==> src/rtl/aes_uart_core.sv <==
// -----------------------------------------------------------------------------
// aes_uart_core
// Serial link self-test core. A rising edge on start sends the fixed 14-byte
// MESSAGE through an 8N1 UART transmitter. The transmitter output is looped
// back into an 8N1 UART receiver. The receiver shifts each accepted byte into
// data_out. valid is raised once all 14 bytes have arrived.
//
// Ports
//   clk      in   1    system clock, rising edge
//   reset    in   1    asynchronous active-high reset
//   start    in   1    level input; a rising edge launches one transfer
//   valid    out  1    data_out holds a complete received message
//   data_out out  112  received message, first byte in [111:104]
// -----------------------------------------------------------------------------
module aes_uart_core #(
   parameter int           CLKS_PER_BIT = 868,
   parameter logic [111:0] MESSAGE      = 112'h4145535F6F7665725F5541525421
) (
   input  logic         clk,
   input  logic         reset,
   input  logic         start,
   output logic         valid,
   output logic [111:0] data_out
);

   localparam int            CW        = $clog2(CLKS_PER_BIT) + 1;
   localparam logic [CW-1:0] BIT_LAST  = CW'(CLKS_PER_BIT - 1);
   // The receiver enters START one cycle after the line falls, so checking
   // at CLKS_PER_BIT/2-1 puts every later sample near the middle of its bit.
   localparam logic [CW-1:0] HALF_CHK  = CW'(CLKS_PER_BIT / 2 - 1);
   localparam logic [3:0]    NUM_BYTES = 4'd14;

   // ---------------------------------------------------------------- message
   // Padded to 16 entries so the 4-bit index never addresses past the array.
   logic [7:0] msg_byte [16];
   genvar gi;
   generate
      for (gi = 0; gi < 16; gi++) begin : g_msg
         if (gi < 14) begin : g_used
            assign msg_byte[gi] = MESSAGE[111 - 8*gi -: 8];
         end else begin : g_pad
            assign msg_byte[gi] = 8'h00;
         end
      end
   endgenerate

   // ---------------------------------------------------------- start detect
   logic start_q;
   logic start_edge;
   assign start_edge = start & ~start_q;

   always_ff @(posedge clk or posedge reset) begin
      if (reset) start_q <= 1'b0;
      else       start_q <= start;
   end

   // ------------------------------------------------------------ controller
   typedef enum logic [1:0] {C_IDLE, C_LOAD, C_SEND, C_WAIT_RX} ctrl_t;
   ctrl_t      ctrl_q, ctrl_d;
   logic [3:0] idx_q, idx_d;
   logic       valid_q, valid_d;
   logic       tx_start;
   logic       rx_clear;
   logic       tx_done_q;
   logic [3:0] rx_bytes_q;

   always_ff @(posedge clk or posedge reset) begin
      if (reset) begin
         ctrl_q  <= C_IDLE;
         idx_q   <= 4'd0;
         valid_q <= 1'b0;
      end else begin
         ctrl_q  <= ctrl_d;
         idx_q   <= idx_d;
         valid_q <= valid_d;
      end
   end

   always_comb begin
      ctrl_d   = ctrl_q;
      idx_d    = idx_q;
      valid_d  = valid_q;
      tx_start = 1'b0;
      rx_clear = 1'b0;
      case (ctrl_q)
         C_IDLE: begin
            // Edges seen outside IDLE are simply not acted upon.
            if (start_edge) begin
               ctrl_d   = C_LOAD;
               valid_d  = 1'b0;
               idx_d    = 4'd0;
               rx_clear = 1'b1;
            end
         end
         C_LOAD: begin
            tx_start = 1'b1;
            ctrl_d   = C_SEND;
         end
         C_SEND: begin
            if (tx_done_q) begin
               idx_d  = idx_q + 4'd1;
               ctrl_d = (idx_q == NUM_BYTES - 4'd1) ? C_WAIT_RX : C_LOAD;
            end
         end
         C_WAIT_RX: begin
            if (rx_bytes_q == NUM_BYTES) begin
               valid_d = 1'b1;
               ctrl_d  = C_IDLE;
            end
         end
         default: ctrl_d = C_IDLE;
      endcase
   end

   // ---------------------------------------------------------- transmitter
   typedef enum logic [1:0] {S_IDLE, S_START, S_DATA, S_STOP} uart_t;
   uart_t         tx_state_q, tx_state_d;
   logic [CW-1:0] tx_clk_q, tx_clk_d;
   logic [2:0]    tx_bit_q, tx_bit_d;
   logic [7:0]    tx_sh_q, tx_sh_d;
   logic          tx_line_q, tx_line_d;
   logic          tx_done_d;

   always_ff @(posedge clk or posedge reset) begin
      if (reset) begin
         tx_state_q <= S_IDLE;
         tx_clk_q   <= '0;
         tx_bit_q   <= 3'd0;
         tx_sh_q    <= 8'h00;
         tx_line_q  <= 1'b1;
         tx_done_q  <= 1'b0;
      end else begin
         tx_state_q <= tx_state_d;
         tx_clk_q   <= tx_clk_d;
         tx_bit_q   <= tx_bit_d;
         tx_sh_q    <= tx_sh_d;
         tx_line_q  <= tx_line_d;
         tx_done_q  <= tx_done_d;
      end
   end

   always_comb begin
      tx_state_d = tx_state_q;
      tx_clk_d   = tx_clk_q;
      tx_bit_d   = tx_bit_q;
      tx_sh_d    = tx_sh_q;
      tx_line_d  = tx_line_q;
      tx_done_d  = 1'b0;
      case (tx_state_q)
         S_IDLE: begin
            tx_line_d = 1'b1;
            if (tx_start) begin
               tx_sh_d    = msg_byte[idx_q];
               tx_line_d  = 1'b0;
               tx_clk_d   = '0;
               tx_state_d = S_START;
            end
         end
         S_START: begin
            if (tx_clk_q == BIT_LAST) begin
               tx_clk_d   = '0;
               tx_bit_d   = 3'd0;
               tx_line_d  = tx_sh_q[0];
               tx_state_d = S_DATA;
            end else begin
               tx_clk_d = tx_clk_q + 1'b1;
            end
         end
         S_DATA: begin
            if (tx_clk_q == BIT_LAST) begin
               tx_clk_d = '0;
               if (tx_bit_q == 3'd7) begin
                  tx_line_d  = 1'b1;
                  tx_state_d = S_STOP;
               end else begin
                  tx_bit_d  = tx_bit_q + 3'd1;
                  tx_sh_d   = {1'b0, tx_sh_q[7:1]};
                  tx_line_d = tx_sh_q[1];
               end
            end else begin
               tx_clk_d = tx_clk_q + 1'b1;
            end
         end
         S_STOP: begin
            if (tx_clk_q == BIT_LAST) begin
               tx_clk_d   = '0;
               tx_done_d  = 1'b1;
               tx_state_d = S_IDLE;
            end else begin
               tx_clk_d = tx_clk_q + 1'b1;
            end
         end
         default: tx_state_d = S_IDLE;
      endcase
   end

   // -------------------------------------------------------------- receiver
   uart_t          rx_state_q, rx_state_d;
   logic [CW-1:0]  rx_clk_q, rx_clk_d;
   logic [2:0]     rx_bit_q, rx_bit_d;
   logic [7:0]     rx_sh_q, rx_sh_d;
   logic [3:0]     rx_bytes_d;
   logic [111:0]   data_q, data_d;

   always_ff @(posedge clk or posedge reset) begin
      if (reset) begin
         rx_state_q <= S_IDLE;
         rx_clk_q   <= '0;
         rx_bit_q   <= 3'd0;
         rx_sh_q    <= 8'h00;
         rx_bytes_q <= 4'd0;
         data_q     <= '0;
      end else begin
         rx_state_q <= rx_state_d;
         rx_clk_q   <= rx_clk_d;
         rx_bit_q   <= rx_bit_d;
         rx_sh_q    <= rx_sh_d;
         rx_bytes_q <= rx_bytes_d;
         data_q     <= data_d;
      end
   end

   always_comb begin
      rx_state_d = rx_state_q;
      rx_clk_d   = rx_clk_q;
      rx_bit_d   = rx_bit_q;
      rx_sh_d    = rx_sh_q;
      rx_bytes_d = rx_bytes_q;
      data_d     = data_q;
      case (rx_state_q)
         S_IDLE: begin
            if (!tx_line_q) begin
               rx_clk_d   = '0;
               rx_state_d = S_START;
            end
         end
         S_START: begin
            if (rx_clk_q == HALF_CHK) begin
               rx_clk_d   = '0;
               rx_bit_d   = 3'd0;
               // A line back at 1 here was a glitch, not a start bit.
               rx_state_d = tx_line_q ? S_IDLE : S_DATA;
            end else begin
               rx_clk_d = rx_clk_q + 1'b1;
            end
         end
         S_DATA: begin
            if (rx_clk_q == BIT_LAST) begin
               rx_clk_d = '0;
               rx_sh_d  = {tx_line_q, rx_sh_q[7:1]};
               rx_bit_d = rx_bit_q + 3'd1;
               if (rx_bit_q == 3'd7) rx_state_d = S_STOP;
            end else begin
               rx_clk_d = rx_clk_q + 1'b1;
            end
         end
         S_STOP: begin
            if (rx_clk_q == BIT_LAST) begin
               rx_clk_d   = '0;
               rx_state_d = S_IDLE;
               // Bytes with a bad stop bit are dropped without counting.
               if (tx_line_q) begin
                  data_d     = {data_q[103:0], rx_sh_q};
                  rx_bytes_d = rx_bytes_q + 4'd1;
               end
            end else begin
               rx_clk_d = rx_clk_q + 1'b1;
            end
         end
         default: rx_state_d = S_IDLE;
      endcase
      if (rx_clear) begin
         data_d     = '0;
         rx_bytes_d = 4'd0;
      end
   end

   assign valid    = valid_q;
   assign data_out = data_q;

endmodule

==> config.mk <==
export PLATFORM = sky130hd
export DESIGN_NAME = aes_uart_core
export DESIGN_NICKNAME = d
export VERILOG_FILES = /design/src/rtl/aes_uart_core.sv
export SDC_FILE = /design/constraint.sdc
export NUM_CORES = 1
export LEC_CHECK = 0
export BUFFER_PORTS_ARGS = -buffer_cell sky130_fd_sc_hd__buf_2
export CORE_MARGIN = 1
export CORE_UTILIZATION = 50
export CTS_CLUSTER_DIAMETER = 120
export DETAILED_ROUTE_END_ITERATION = 10
export PLACE_DENSITY = 0.73
export SLEW_MARGIN = 20
export SYNTH_ARGS = -nofsm -noshare
export SYNTH_HDL_FRONTEND = slang
export SYNTH_SLANG_ARGS = --single-unit
==> constraint.sdc <==
create_clock -name clk -period 13.7 [get_ports clk]
set_input_delay 1.37 -clock clk [delete_from_list [all_inputs] [get_ports clk]]
set_output_delay 1.37 -clock clk [all_outputs]
set_load 0.01 [all_outputs]
==> impl_metrics.yaml <==
synth:
  ys_seq_elements: 173
  synth-simple-area-share_pct: 19.6
  synth.area.mux_share_pct: 3.90
  synth_top_family_by_area: "simple AND/OR/NAND/NOR gates"
  synth-compound-area-share_pct: 14.0
  synth_xor_xnor_area_share_pct: 1.00
  netlist_top_cells_area: "dfrtp_1 55%, nand2_1 13%, a21oi_1 7.8%"
  async_flop_share_pct: 100
  ys_warn_count: 0
  synth.avg_cell_area_um2: 9.33
  ys_types: 55
  synthAdderAreaFrac_pct: 3.02
  ys.flop_type: "dfrtp_1"
  syn_nets: 865
  synthCells: 843
  synth_edf_count: 0
  synth_top_area_share_pct: 54.7
  yosysTopAreaCell: "dfrtp_1"
  syn-cell-area_mm2: 0.00787
  ys_seq_area_share_pct: 55.0
cts:
  cts_buffers: 17
  clk_pin_slew_ns: 0.06
  cts_root_buf: "clkbuf_16"
  cts_resized: 0
  cts.htree.levels: 4
  cts_tree: "yes"
  cts_num_sinks: 173
  clock_latency_ns: 0.43
  post_cts_buffers: 0
  holdBufCountCts: 0
  cts.path.max_buffers: 2
pwr:
  peakVddDrop_mv: 0.0870
  p_int_w: 0.000839
  power.total_w: 0.00109
  power_frac_seq_pct: 50.3
  swShare_pct: 22.9
  pwr_density_cell_mw_per_mm2: 119
  comb_power_share_pct: 5.3
  p_switching_w: 0.000249
  p_clk_share_pct: 44.4
  power.leakage_nw: 4.33
cells_and_area:
  area_delta_synth_final_pct: 16.5
  nets: 954
  fill_cells: 1337
  antennaDiodeCount: 0
  drive_above_1_share_pct: 19.6
  final_area_mm2: 0.00916
timing:
  final_max_slew_viol_count: 0
  finalHoldViolCount: 0
  period_needed_ns: 2.73
  rsz0062_at_grt: "false"
  setup_viol: 0
  worst_slew_pin_slew_ns: 0.985
  finClkSkew_ns: 0.0115
  timing.final.crit_share_pct: 19.9
  max_freq_ghz: 0.366
  tns_ns: 0
  relSlewSlack_pct: 34.0
routing:
  drt-vias-per-instance: 5.48
  m1WireLength_mm: 8.39
  topRoutingLayerUsed: "met4"
  vias: 6333
  drtIter0Drc: 564
  drt_wl_total_mm: 17.9
  met2_length_mm: 8.55
  wl_met3_um: 700
  avgRoutedWirePerCell_um: 15.5
  ant_nets: 0
  drcViolationCount: 0
  firstDrtPassIters: 4
placed_design:
  place.gp.congestion: 0.822
  dpl.hpwl_mm: 11.1
  postPlaceCellArea_mm2: 0.00856
  portBuffers: 115
worst_hold_path:
  hold_class: "register to register"
die:
  row_count: 45
  die_width_um: 127
  fp.dieArea_mm2: 0.0162
  initial_core_util_pct: 51.6
  boundaryPins: 116
  core_area_mm2: 0.0153
  die_h_um: 127
grt:
  grt_max_degree: 112
  grt_pass1_vias: 5905
  grt_usage_pct: 22.9
  grt_pass1_wl_mm: 29.5
  overflow: 0
  antenna_found_initial: 0
worst_setup_path:
  path_class: "primary input to register"
  critical_path.max_fanout: 74
  end_kind: "register"
  required_ns: 13.97
  rrSetupSlack_ns: 11.21
  arrival_ns: 3.00
  worst_setup_path_start_kind: "primary input"
run_status:
  outcome: "completed"
run:
  cap_viol_max_count: 0
==> cell families (layout without fill, tap and decap cells) <==
| kind of cell | after synthesis | after routing |
|---|---|---|
| xor gates and xnor gates | 9 | 9 |
| DFF | 173 | 173 |
| AOI/OAI and AO/OA | 194 | 194 |
| adders and majority gates | 19 | 19 |
| muxes | 27 | 27 |
| and+or+nand+nor | 353 | 353 |
| buffers and inverters | 68 | 169 |
==> area by class of cell <==
cell class | instances | area, µm² | share of cell area, %
multi-input combinational | 602 | 3280 | 35.8
tap | 211 | 264 | 2.88
timing repair buffer | 121 | 628 | 6.86
clock inverter | 10 | 111 | 1.22
inverter | 17 | 68.8 | 0.751
sequential | 173 | 4330 | 47.3
clock buffer | 21 | 480 | 5.24
==> per-stage QoR <==
stage          utilization, %  setup WS [ns]  instances  hold WS [ns]
2_1_floorplan               -           7.64        843         0.457
3_3_place_gp             56.1          10.53       1124         0.484
3_5_place_dp             56.1          10.55       1124         0.489
4_1_cts                  60.0          11.00       1155         0.497
5_1_grt                  60.0          10.74       1155         0.526
6_report                 60.0          10.97       1155         0.496
==> path summary, 6_finish.rpt <==
| kind | startpoint | end | cells after the start |
|---|---|---|---|
| hold / removal | rx_bit_q[0] | rx_bit_q[0] | 1 |
| min in group asynchronous | reset | rx_state_q[0] | 2 |
| hold reg to reg | rx_bit_q[0] | rx_bit_q[0] | 1 |
| max in group asynchronous | reset | data_out[67] | 3 |
| setup / recovery | start | data_out[70] | 5 |
| setup reg to reg | tx_clk_q[0] | tx_sh_q[0] | 5 |
==> power groups by stage <==
stage / sequential, W / clock [W] / combinational, W
2_1_floorplan: 0.000560 / 0 / 0.0000262
3_3_place_gp: 0.000556 / 0 / 0.0000571
3_5_place_dp: 0.000556 / 0 / 0.0000587
4_1_cts: 0.000547 / 0.000493 / 0.0000589
5_1_grt: 0.000549 / 0.000511 / 0.0000656
6_report: 0.000547 / 0.000483 / 0.0000576
==> synth_stat cells (all sizes together), types with 7 or more instances <==
cell type    n
mux2        19
a22o         8
nand3       14
nor2        18
nand2b      10
nand2      263
clkbuf      41
ha          19
inv         17
dfrtp      172
o21ai       28
mux2i        7
buf         10
a21oi      122
nor3         8
a31oi        9
==> state kept, by name (all words and copies together) (netlist names), named ones only <==
| name | cells |
|---|---|
| ctrl_q | 2 |
| rx_bit_q | 3 |
| rx_bytes_q | 4 |
| tx_state_q | 2 |
| tx_line_q | 1 |
| rx_clk_q | 11 |
| tx_done_q | 1 |
| valid | 1 |
| data_out | 112 |
| rx_state_q | 1 |
| idx_q | 4 |
| rx_sh_q | 8 |
| tx_sh_q | 7 |
| tx_clk_q | 11 |
| start_q | 1 |
| tx_bit_q | 3 |
==> cells in the final DEF (no fill, tap or decap), types with 3 or more instances in the layout <==
| cell type | n |
|---|---|
| a21oi_1 | 122 |
| a22o_1 | 8 |
| a31oi_1 | 9 |
| a41oi_1 | 3 |
| and2_1 | 4 |
| and3_1 | 5 |
| buf_2 | 115 |
| buf_4 | 4 |
| clkbuf_16 | 17 |
| clkbuf_8 | 4 |
| clkinv_2 | 5 |
| dfrtp_1 | 172 |
| ha_1 | 19 |
| inv_1 | 16 |
| mux2_2 | 19 |
| mux2i_1 | 7 |
| nand2_1 | 263 |
| nand2b_1 | 10 |
| nand3_1 | 14 |
| nand4_1 | 5 |
| nor2_1 | 18 |
| nor2b_1 | 5 |
| nor3_1 | 8 |
| o211ai_1 | 3 |
| o21ai_0 | 28 |
| o22ai_1 | 5 |
| xnor2_1 | 4 |
| xor2_1 | 5 |
==> per-layer routing <==
metal	up-vias	global-route usage, %
li1	3044	-
met1	3124	32.5
met2	146	35.9
met3	19	4.15
met4	0	7.42
met5	-	0
==> critical path, stage by stage <==
cell	delay (ns)
buf_2	0.10
nor4b_2	0.19
buf_4	0.47
buf_4	0.68
a21oi_1	0.11
No activity file was read; power rests on OpenSTA's default activity.
